===== src/rtl/uart_tx.sv =====
// ---------------------------------------------------------------------------
// uart_tx
//   UART transmitter. Accepts one byte per handshake and serialises it as an
//   11-bit frame on serial_out: start(0), 8 data bits LSB first, even parity,
//   stop(1). The line idles high and every output is registered.
//
//   Parameters
//     CLKS_PER_BIT   clk cycles each serial bit is held (>= 2)
//
//   Ports
//     clk             in   single clock, rising edge
//     reset           in   synchronous, active-high reset
//     transmit_data   in   [7:0] byte to send, sampled on the accept cycle only
//     start_transmit  in   request strobe, accepted only while tx_ready = 1
//     tx_ready        out  1 = idle, a byte can be accepted this cycle
//     serial_out      out  UART line, idle high
//     tx_done         out  one-cycle pulse when the stop bit completes
//
//   state  | meaning
//   -------+-----------------------------------------------------------
//   IDLE   | line high, tx_ready = 1, waiting for start_transmit
//   START  | driving the start bit (0) for CLKS_PER_BIT cycles
//   DATA   | driving data_reg[bit_idx], bit_idx 0..7, LSB first
//   PARITY | driving the latched even-parity bit
//   STOP   | driving the stop bit (1); terminal count returns to IDLE
// ---------------------------------------------------------------------------
module uart_tx #(
  parameter int CLKS_PER_BIT = 16
) (
  input  logic       clk,
  input  logic       reset,
  input  logic [7:0] transmit_data,
  input  logic       start_transmit,
  output logic       tx_ready,
  output logic       serial_out,
  output logic       tx_done
);

  localparam int CNT_W = $clog2(CLKS_PER_BIT);
  localparam logic [CNT_W-1:0] CNT_MAX = CNT_W'(CLKS_PER_BIT - 1);

  typedef enum logic [2:0] {
    IDLE   = 3'd0,
    START  = 3'd1,
    DATA   = 3'd2,
    PARITY = 3'd3,
    STOP   = 3'd4
  } state_t;

  state_t           state, state_n;
  logic [CNT_W-1:0] baud_cnt, baud_cnt_n;
  logic [2:0]       bit_idx, bit_idx_n;
  logic [7:0]       data_reg, data_reg_n;
  logic             parity_reg, parity_reg_n;
  logic             serial_out_n;
  logic             tx_ready_n;
  logic             tx_done_n;

  logic             baud_tc;
  logic [2:0]       bit_idx_inc;

  assign baud_tc     = (baud_cnt == CNT_MAX);
  assign bit_idx_inc = bit_idx + 3'd1;

  // -------------------------------------------------------------------------
  // State and output registers
  // -------------------------------------------------------------------------
  always_ff @(posedge clk) begin
    if (reset) begin
      state      <= IDLE;
      baud_cnt   <= '0;
      bit_idx    <= '0;
      data_reg   <= '0;
      parity_reg <= 1'b0;
      serial_out <= 1'b1;
      tx_ready   <= 1'b1;
      tx_done    <= 1'b0;
    end else begin
      state      <= state_n;
      baud_cnt   <= baud_cnt_n;
      bit_idx    <= bit_idx_n;
      data_reg   <= data_reg_n;
      parity_reg <= parity_reg_n;
      serial_out <= serial_out_n;
      tx_ready   <= tx_ready_n;
      tx_done    <= tx_done_n;
    end
  end

  // -------------------------------------------------------------------------
  // Next-state and next-output logic. serial_out_n is the value the line
  // takes after the coming edge, so each bit is presented on the edge that
  // enters its state and held until the edge that leaves it.
  // -------------------------------------------------------------------------
  always_comb begin
    state_n      = state;
    baud_cnt_n   = baud_cnt;
    bit_idx_n    = bit_idx;
    data_reg_n   = data_reg;
    parity_reg_n = parity_reg;
    serial_out_n = serial_out;
    tx_ready_n   = tx_ready;
    tx_done_n    = 1'b0;

    unique case (state)
      IDLE: begin
        serial_out_n = 1'b1;
        tx_ready_n   = 1'b1;
        baud_cnt_n   = '0;
        bit_idx_n    = '0;
        if (tx_ready && start_transmit) begin
          data_reg_n   = transmit_data;
          parity_reg_n = ^transmit_data;
          state_n      = START;
          tx_ready_n   = 1'b0;
          serial_out_n = 1'b0;
        end
      end

      START: begin
        if (baud_tc) begin
          baud_cnt_n   = '0;
          bit_idx_n    = '0;
          state_n      = DATA;
          serial_out_n = data_reg[0];
        end else begin
          baud_cnt_n   = baud_cnt + CNT_W'(1);
        end
      end

      DATA: begin
        if (baud_tc) begin
          baud_cnt_n = '0;
          if (bit_idx == 3'd7) begin
            bit_idx_n    = '0;
            state_n      = PARITY;
            serial_out_n = parity_reg;
          end else begin
            bit_idx_n    = bit_idx_inc;
            serial_out_n = data_reg[bit_idx_inc];
          end
        end else begin
          baud_cnt_n = baud_cnt + CNT_W'(1);
        end
      end

      PARITY: begin
        if (baud_tc) begin
          baud_cnt_n   = '0;
          state_n      = STOP;
          serial_out_n = 1'b1;
        end else begin
          baud_cnt_n   = baud_cnt + CNT_W'(1);
        end
      end

      STOP: begin
        serial_out_n = 1'b1;
        if (baud_tc) begin
          baud_cnt_n = '0;
          state_n    = IDLE;
          tx_ready_n = 1'b1;
          tx_done_n  = 1'b1;
        end else begin
          baud_cnt_n = baud_cnt + CNT_W'(1);
        end
      end

      default: begin
        // Unreachable encodings recover to a clean idle line.
        state_n      = IDLE;
        baud_cnt_n   = '0;
        bit_idx_n    = '0;
        serial_out_n = 1'b1;
        tx_ready_n   = 1'b1;
      end
    endcase
  end

endmodule


===== config.mk =====
export PLATFORM = sky130hd
export DESIGN_NAME = uart_tx
export DESIGN_NICKNAME = d
export VERILOG_FILES = /design/src/rtl/uart_tx.sv
export SDC_FILE = /design/constraint.sdc
export NUM_CORES = 1
export LEC_CHECK = 0
export ABC_CLOCK_PERIOD_IN_PS = 1750
export CAP_MARGIN = 0
export CORE_MARGIN = 2
export CORE_UTILIZATION = 48
export DETAILED_ROUTE_END_ITERATION = 8
export PLACE_DENSITY = 0.8
export SYNTH_ARGS = -nofsm -noshare
export SYNTH_HDL_FRONTEND = slang
export SYNTH_SLANG_ARGS = --single-unit

===== constraint.sdc =====
create_clock -name clk -period 1.75 [get_ports clk]
set_clock_uncertainty 0.2 [all_clocks]
set_input_delay 0.525 -clock clk [delete_from_list [all_inputs] [get_ports clk]]
set_output_delay 0.525 -clock clk [all_outputs]
set_load 0.03 [all_outputs]

# Word-level counts from Yosys, hierarchy flattened
# Index checks and enable logic that the tools add are counted.
# totals
register_bits,22
input_bits,11
output_inout_bits,3
# op_classes
add_sub_neg,2
n_lt_le_gt_ge,1
n_eq_ne,12
muxes,20
bitwise_logic,4
reduce_logical,13
# op_table
cell,n
$mux W3,8
$pmux W3 S5,1
$ne A2 B2 Y1 const B,6
$pmux W3 S3,1
$reduce_xor A8 Y1,1
$mux W1,7
$eq A3 B2 Y1 const B,2
$eq A3 B3 Y1 const B,2
$reduce_and A3 Y1,2
$reduce_and A6 Y1,1
$reduce_or A3 Y1,2
$add A4 B1 Y4 const B,1
$eq A4 B4 Y1 const B,1
$lt A3 B4 Y1 const B,1
$not A1 Y1,4
$pmux W1 S4,1
$reduce_and A2 Y1,2
$reduce_or A2 Y1,2
$reduce_or A4 Y1,1
$add A3 B1 Y3 const B,1
$bmux W1 S3,1
$eq A3 B1 Y1 const B,1
$logic_not A3 Y1,1
$pmux W1 S3,1
$logic_and A1 B1 Y1,1

# Logic depth before layout (Yosys ltp)
# logic_depth
depth_word,6
depth_mapped,6

# Worst setup path before layout
# No wires, ideal clock.
# synth_path
path_kind,register to register
from,register bit_idx[0]
to,register serial_out
setup_time_ps,95
t_arrival_ps,1637
t_required_ps,1455
setup_slack_ps,-182
path_stages_with_launch,6
n_path_buf,0
period_less_slack_ps,1932
path_cell_list,dfxtp_1 ha_1 ha_1 or4b_4 or3_1 o311ai_1
# synth_between
elab_chain_len,6
word_cells_on_any_way,7
cone_classes,add/sub (1); eq/ne (1); mux (5)
# synth_rtl
item,line,text
from (decl),52,"logic [2:0] bit_idx, bit_idx_n;"
from (signal assigned),81,bit_idx <= bit_idx_n;
$add A3 B1 Y3,63,assign bit_idx_inc = bit_idx + 3'd1;
$bmux W1 S3,140,serial_out_n = data_reg[bit_idx_inc];
$mux W1 (not written as such),140,
$mux W1 (*),134,if (bit_idx == 3'd7) begin
$mux W1 (*),132,if (baud_tc) begin
$pmux W1 S4 (*),105,unique case (state)
to (signal assigned),84,serial_out <= serial_out_n;
to (decl),35,"output logic serial_out,"
# Every way passes the cells marked *; elsewhere a longest branch is shown, timed or not. The select of a mux whose other input is x is not followed.
# A chain may end at the register's enable or synchronous reset.

# Final worst setup path
# Ends and elaborated chain as after synthesis.

==> flow_summary.yaml <==
outcome:
  outcome: "complete, but fails checks"
  violations: "negative setup slack"
die:
  dieArea_um2: 2760
  rows: 17
  die_h_um: 52.6
  start_util: 0.512
  core_um2: 2210
  ios: 14
  fp.dieW_um: 52.6
clocking:
  cts_num_sinks: 22
  cts_buffer_depth: 2
  htree_num_levels: 1
  clkTransAtPathRegs_ns: 0.12
  cts-root-buf: "clkbuf_4"
  cts_hold_buf: 0
  cts_tree: "yes"
  clk_latency_ns: 0.31
  cts_buffers: 3
route:
  ant_nets: 0
  routed-via-count: 998
  routed_via_density: 5.70
  firstDrtPassIters: 4
  avgRoutedWirePerCell_um: 15.2
  drtIter0Drc: 30
  finalWirelength_mm: 2.65
  post-route-drc-count: 0
placement:
  gp_routability_congestion: 0.904
  dp.final_hpwl_mm: 1.78
  dpl_cell_area_um2: 1390
  placedCellCount: 170
  io_buffer_count: 13
final_layout:
  layout.cells.non_filler: 175
  stdcell_area_um2: 1500
  nets: 163
  final_util: 0.679
  antenna_cells: 0
  drive_gt1_frac: 0.320
  largest_register_ff_count: 8
  area_growth_syn_to_layout_pct: 32.6
  fillerInstances: 187
global_routing:
  track_usage: 0.204
  grt_pass1_vias: 942
  grt-ovfl-total: 0
  grt_antenna_before_repair: 0
  grt_max_degree: 15
  grt_pass1_wl_mm: 4.13
worst_setup_path:
  worstPathArrival_ns: 1.96
  slowest_stage: "or4b_4"
  crit_type: "reg -> reg"
  required_ns: 1.77
  worstSetupStartpointType: "flop"
  cp-end-kind: "flop"
  crit_path_frequent_cell: "ha_4"
  cp_max_fo: 2
  slowest_delay_ns: 0.50
  crit_chain: "ha_4, ha_4, or4b_4, or3_4, o311ai_2"
sta:
  report.final.hold_viol_count: 0
  period_minus_slack_ns: 1.93
  setup-tns-final_ns: -0.436
  grt_setup_unrepaired: "yes"
  fmax_ghz: 0.518
  final.period_utilization: 1.10
  timing.final.ws_setup_ns: -0.182
  setup_violations: 3
  max_slew.worst_pin.slew_ns: 0.390
  drv_slew: 0
  slew_headroom: 0.738
synth:
  synth.largest_area_cell: "dfxtp_1"
  syn_inst: 119
  synth_top_area_frac: 0.389
  synth_area_leaders: "dfxtp_1 39%, mux2i_1 8.0%, nor2_1 6.6%"
  ys_types: 32
  syn_area_per_cell_um2: 9.52
  syn-num-nets: 133
  yosysSeqAreaShare: 0.389
  ys_warn_count: 0
  synthesis.area_um2: 1130
  ys_ff_latch: 22
power:
  p_leak_uw: 0.000583
  powerDensity_nw_per_um2: 659
  total_power_uw: 989
  ir_drop_mv: 0.726
worst_hold_path:
  hold_class: "reg -> reg"
job:
  max-cap-violations: 0
## routing by layer
layer | wire length [µm] | track usage | vias up | share of wire
met3 | 91 | 0.0400 | 2 | 0.034
met5 | 0 | 0 | - | 0
li1 | - | - | 481 | -
met1 | 1160 | 0.269 | 487 | 0.44
met4 | 23 | 0.0726 | 0 | 0.0087
met2 | 1380 | 0.331 | 28 | 0.52
## cells in the final DEF (no fill, tap or decap), types with 2 or more instances in the layout
| cell type | n |
|---|---|
| clkbuf_4 | 3 |
| nand3_1 | 7 |
| nand2_1 | 5 |
| ha_4 | 2 |
| and4_1 | 2 |
| mux2i_1 | 9 |
| inv_1 | 2 |
| xor2_1 | 3 |
| nor2_4 | 2 |
| mux4_2 | 2 |
| buf_4 | 17 |
| xnor2_2 | 4 |
| a21oi_1 | 5 |
| a211oi_1 | 3 |
| nor3_1 | 5 |
| dfxtp_2 | 3 |
| clkdlybuf4s50_1 | 10 |
| xnor2_1 | 3 |
| dfxtp_1 | 19 |
| o211ai_1 | 4 |
| nor2_1 | 18 |
## kinds of logic after synthesis
kind of cell | share of synthesized area
multiplexers | 0.123
AO/OA/AOI/OAI | 0.0917
buffers and inverters | 0.0630
XOR/XNOR | 0.0774
AND/OR/NAND/NOR | 0.214
flip-flops | 0.389
adder cells (fa/ha/maj) | 0.0420
## synthesized netlist by cell type
cell type,instances
o311ai_1,1
xnor2_1,7
and2_1,1
and3b_1,1
inv_1,2
clkbuf_1,1
buf_6,1
nand2_1,5
a21oi_1,6
o21bai_1,1
mux2i_1,9
clkbuf_8,3
o21ai_0,1
xor2_1,3
nor3b_1,1
or4b_4,1
nor2_1,20
and3b_2,1
nand3_1,8
buf_4,1
and4_1,2
and3_1,1
a211oi_1,3
ha_1,3
dfxtp_1,22
or3_1,1
mux4_2,1
o211ai_1,4
and3_2,1
maj3_1,1
mux4_1,1
nor3_1,5
## critical path: cells and delay by family (launching register included)
family | cells | cell delay, ns
flip-flops | 1 | 0.36
adder cells (fa/ha/maj) | 2 | 0.31
AND/OR/NAND/NOR | 2 | 0.89
AO/OA/AOI/OAI | 1 | 0.09
## layout make-up
cell class / count / area, µm² / share of cell area
tap: 28 / 35.0 / 0.0233
timing repair buffer: 31 / 275 / 0.183
sequential: 22 / 444 / 0.296
inverter: 2 / 7.51 / 0.00500
clock buffer: 3 / 22.5 / 0.0150
multi-input combinational: 89 / 717 / 0.478
## where the power goes
| part | total [µW] | internal [µW] | switching (µW) |
|---|---|---|---|
| sequential | 543 | 526 | 16.6 |
| clock | 235 | 80.6 | 155 |
| combinational | 211 | 113 | 98.4 |
| total | 989 | 719 | 270 |
## path summary, 6_finish.rpt
check / end / cells past startpoint / slack, ns / start
max: serial_out$_SDFFE_PP1P_ / 5 / -0.18 / bit_idx[0]$_SDFFE_PP0P_
min: baud_cnt[0]$_SDFF_PP0_ / 1 / 0.22 / baud_cnt[0]$_SDFF_PP0_
max reg2reg: serial_out$_SDFFE_PP1P_ / 5 / -0.18 / bit_idx[0]$_SDFFE_PP0P_
min reg2reg: baud_cnt[0]$_SDFF_PP0_ / 1 / 0.22 / baud_cnt[0]$_SDFF_PP0_
## metrics by stage
stage	setup slack, ns	hold WS, ns
detailed placement	-0.237	0.239
floorplan	-0.0804	0.218
global placement	-0.210	0.229
finish	-0.182	0.225
global route	-0.200	0.237
CTS	-0.154	0.257
## what timing repair did
| item | in CTS | in global routing |
|---|---|---|
| setup buffers | 0 | 2 |
| pin swaps | 2 | 4 |
| resized for setup | 10 | 15 |
| setup endpoints to repair | 5 | 8 |
Note: power is estimated with default switching activity, not from simulation.
==> patch, RTL diff (same flow settings) <==
Encoding of `state_t`: now one-hot (5 bits for 5 states).
--- a/src/rtl/uart_tx.sv
+++ b/src/rtl/uart_tx.sv
@@ -39,12 +39,12 @@
   localparam int CNT_W = $clog2(CLKS_PER_BIT);
   localparam logic [CNT_W-1:0] CNT_MAX = CNT_W'(CLKS_PER_BIT - 1);
 
-  typedef enum logic [2:0] {
-    IDLE   = 3'd0,
-    START  = 3'd1,
-    DATA   = 3'd2,
-    PARITY = 3'd3,
-    STOP   = 3'd4
+  typedef enum logic [4:0] {
+    IDLE   = 5'b00001,
+    START  = 5'b00010,
+    DATA   = 5'b00100,
+    PARITY = 5'b01000,
+    STOP   = 5'b10000
   } state_t;
 
   state_t           state, state_n;
Function: same outputs for any inputs over 10 cycles, from zero or initial values and one cycle with reset high; not proved beyond that.
==> patch against the unedited design <==
The flow still finishes with violations (negative setup slack). Via count is 35% higher. Final area is 30% higher. Worst hold slack better by 0.089 ns. Worst setup slack worse by 0.075 ns. Count of clock-buffer cells in the layout is 1 higher. Die area is 18% higher. Sequential cell count is 2 higher. Routed wire length is 54% higher. Sequential share of layout area is 4.2 points lower. Area after synthesis is 19% higher.
Power is not compared: it rests on default switching activity, and its combinational part moved more than twofold at a synthesized area within 25%.
==> patch: results (changes against the unedited design) <==
[timing] Final TNS setup -2.06 ns [-1.62 ns]
[drt] Vias/cell 6.05 [+6.2%]
[cts] Post-CTS Setup Repair Bufs 4 [+4]
[cts] clock-pin slew on the worst setup and hold paths 0.14 ns [+0.02 ns]
[timing] Rel. slew slack 0.725 [-0.0128]
[setup_path] worst r2r path cells 6 [+1]
[global_route] largest net degree at the start of global routing 17 [+2]
[timing] Setup Viol. Count Final 22 [+19]
[place] area after detailed placement 0.00169 mm² [+22%]
[global_route] Total GRT Usage 0.220 [+0.0160]
[timing] post-route worst setup slack -0.256 ns [-0.0748 ns]
[drt] Routed WL per cell 18.4 µm [+21%]
[final_layout] ratio of cells with drive above 1 in the final layout 0.372 [+0.0520]
[global_route] vias in the first global route 1280 [+36%]
[cts] post-cts sizing count 24 [+14]
[synth] net count after synthesis 164 [+23%]
[setup_path] Worst Path Arrival 2.03 ns [+0.07 ns]
[synth] count of unique library cells instantiated by Yosys 42 [+31%]
[run_status] failing checks negative setup slack
[place] weighted congestion at the end of routability-driven global placement 0.840 [-7.1%]
[synth] top area cells in the synthesized netlist dfxtp_1 36%, mux2i_1 7.4%, nor2_1 4.7%, xnor2_1 4.5%, mux4_2 3.3%
[place] cell total after placement 210 [+24%]
[synth] Syn Inst Count 150 [+26%]
[final_layout] final instance count without filler cells 222 [+27%]
[synth] area share of fa/ha/maj cells after synthesis 0.0278 [-0.0142]
[synth] register area share after synthesis 0.356 [-0.0334]
[setup_path] gate family responsible for the most delay along the worst path multiplexers
[final_layout] filler cell count 197 [+5.3%]
[setup_path] cell with the largest stage delay on the worst path mux4_2
[place] DP HPWL 2400 µm [+35%]
[power] overall power 1.89 mW
[global_route] wire length of the first global-routing pass 5640 µm [+37%]
[run_status] outcome complete, but fails checks
[setup_path] Worst setup startpoint bit_idx[1]$_SDFFE_PP0P_
[worst_hold_path] min-delay worst type register to register
[synth] compound-gate portion of the synthesized area 0.167 [+0.0750]
[synth] fraction of synthesized cell area in xor and xnor cells 0.0778 [+0.000430]
patch: changes by cell type in the layout (fill, tap and decap cells not counted), moves of 4 or more:
cell / unedited run / this run
buf_4: 17 / 25
buf_6: 1 / 9
o21ai_0: 1 / 6
xnor2_1: 3 / 7
xnor2_2: 4 / 0
nand2b_1: 0 / 4
patch: worst register-to-register path: stages (launching register included):
cell,delay [ns]
dfxtp_2,0.36
ha_4,0.16
ha_4,0.27
mux4_2,0.49
mux2_4,0.29
nand2_2,0.06
a31oi_1,0.07
patch: per-layer routing:
layer / up-vias / part of all wire / track usage
met5: - / 0 / 0
met4: 0 / 0.023 / 0.0698
met3: 9 / 0.075 / 0.0431
met2: 63 / 0.50 / 0.384
met1: 647 / 0.41 / 0.274
li1: 625 / - / -
patch: layout make-up:
type / count / area share
well taps: 31 / 0.0199
clock buffers: 4 / 0.0186
inverters: 4 / 0.00771
repair buffers: 47 / 0.219
flip-flops and latches: 24 / 0.254
multi-input cells: 112 / 0.481
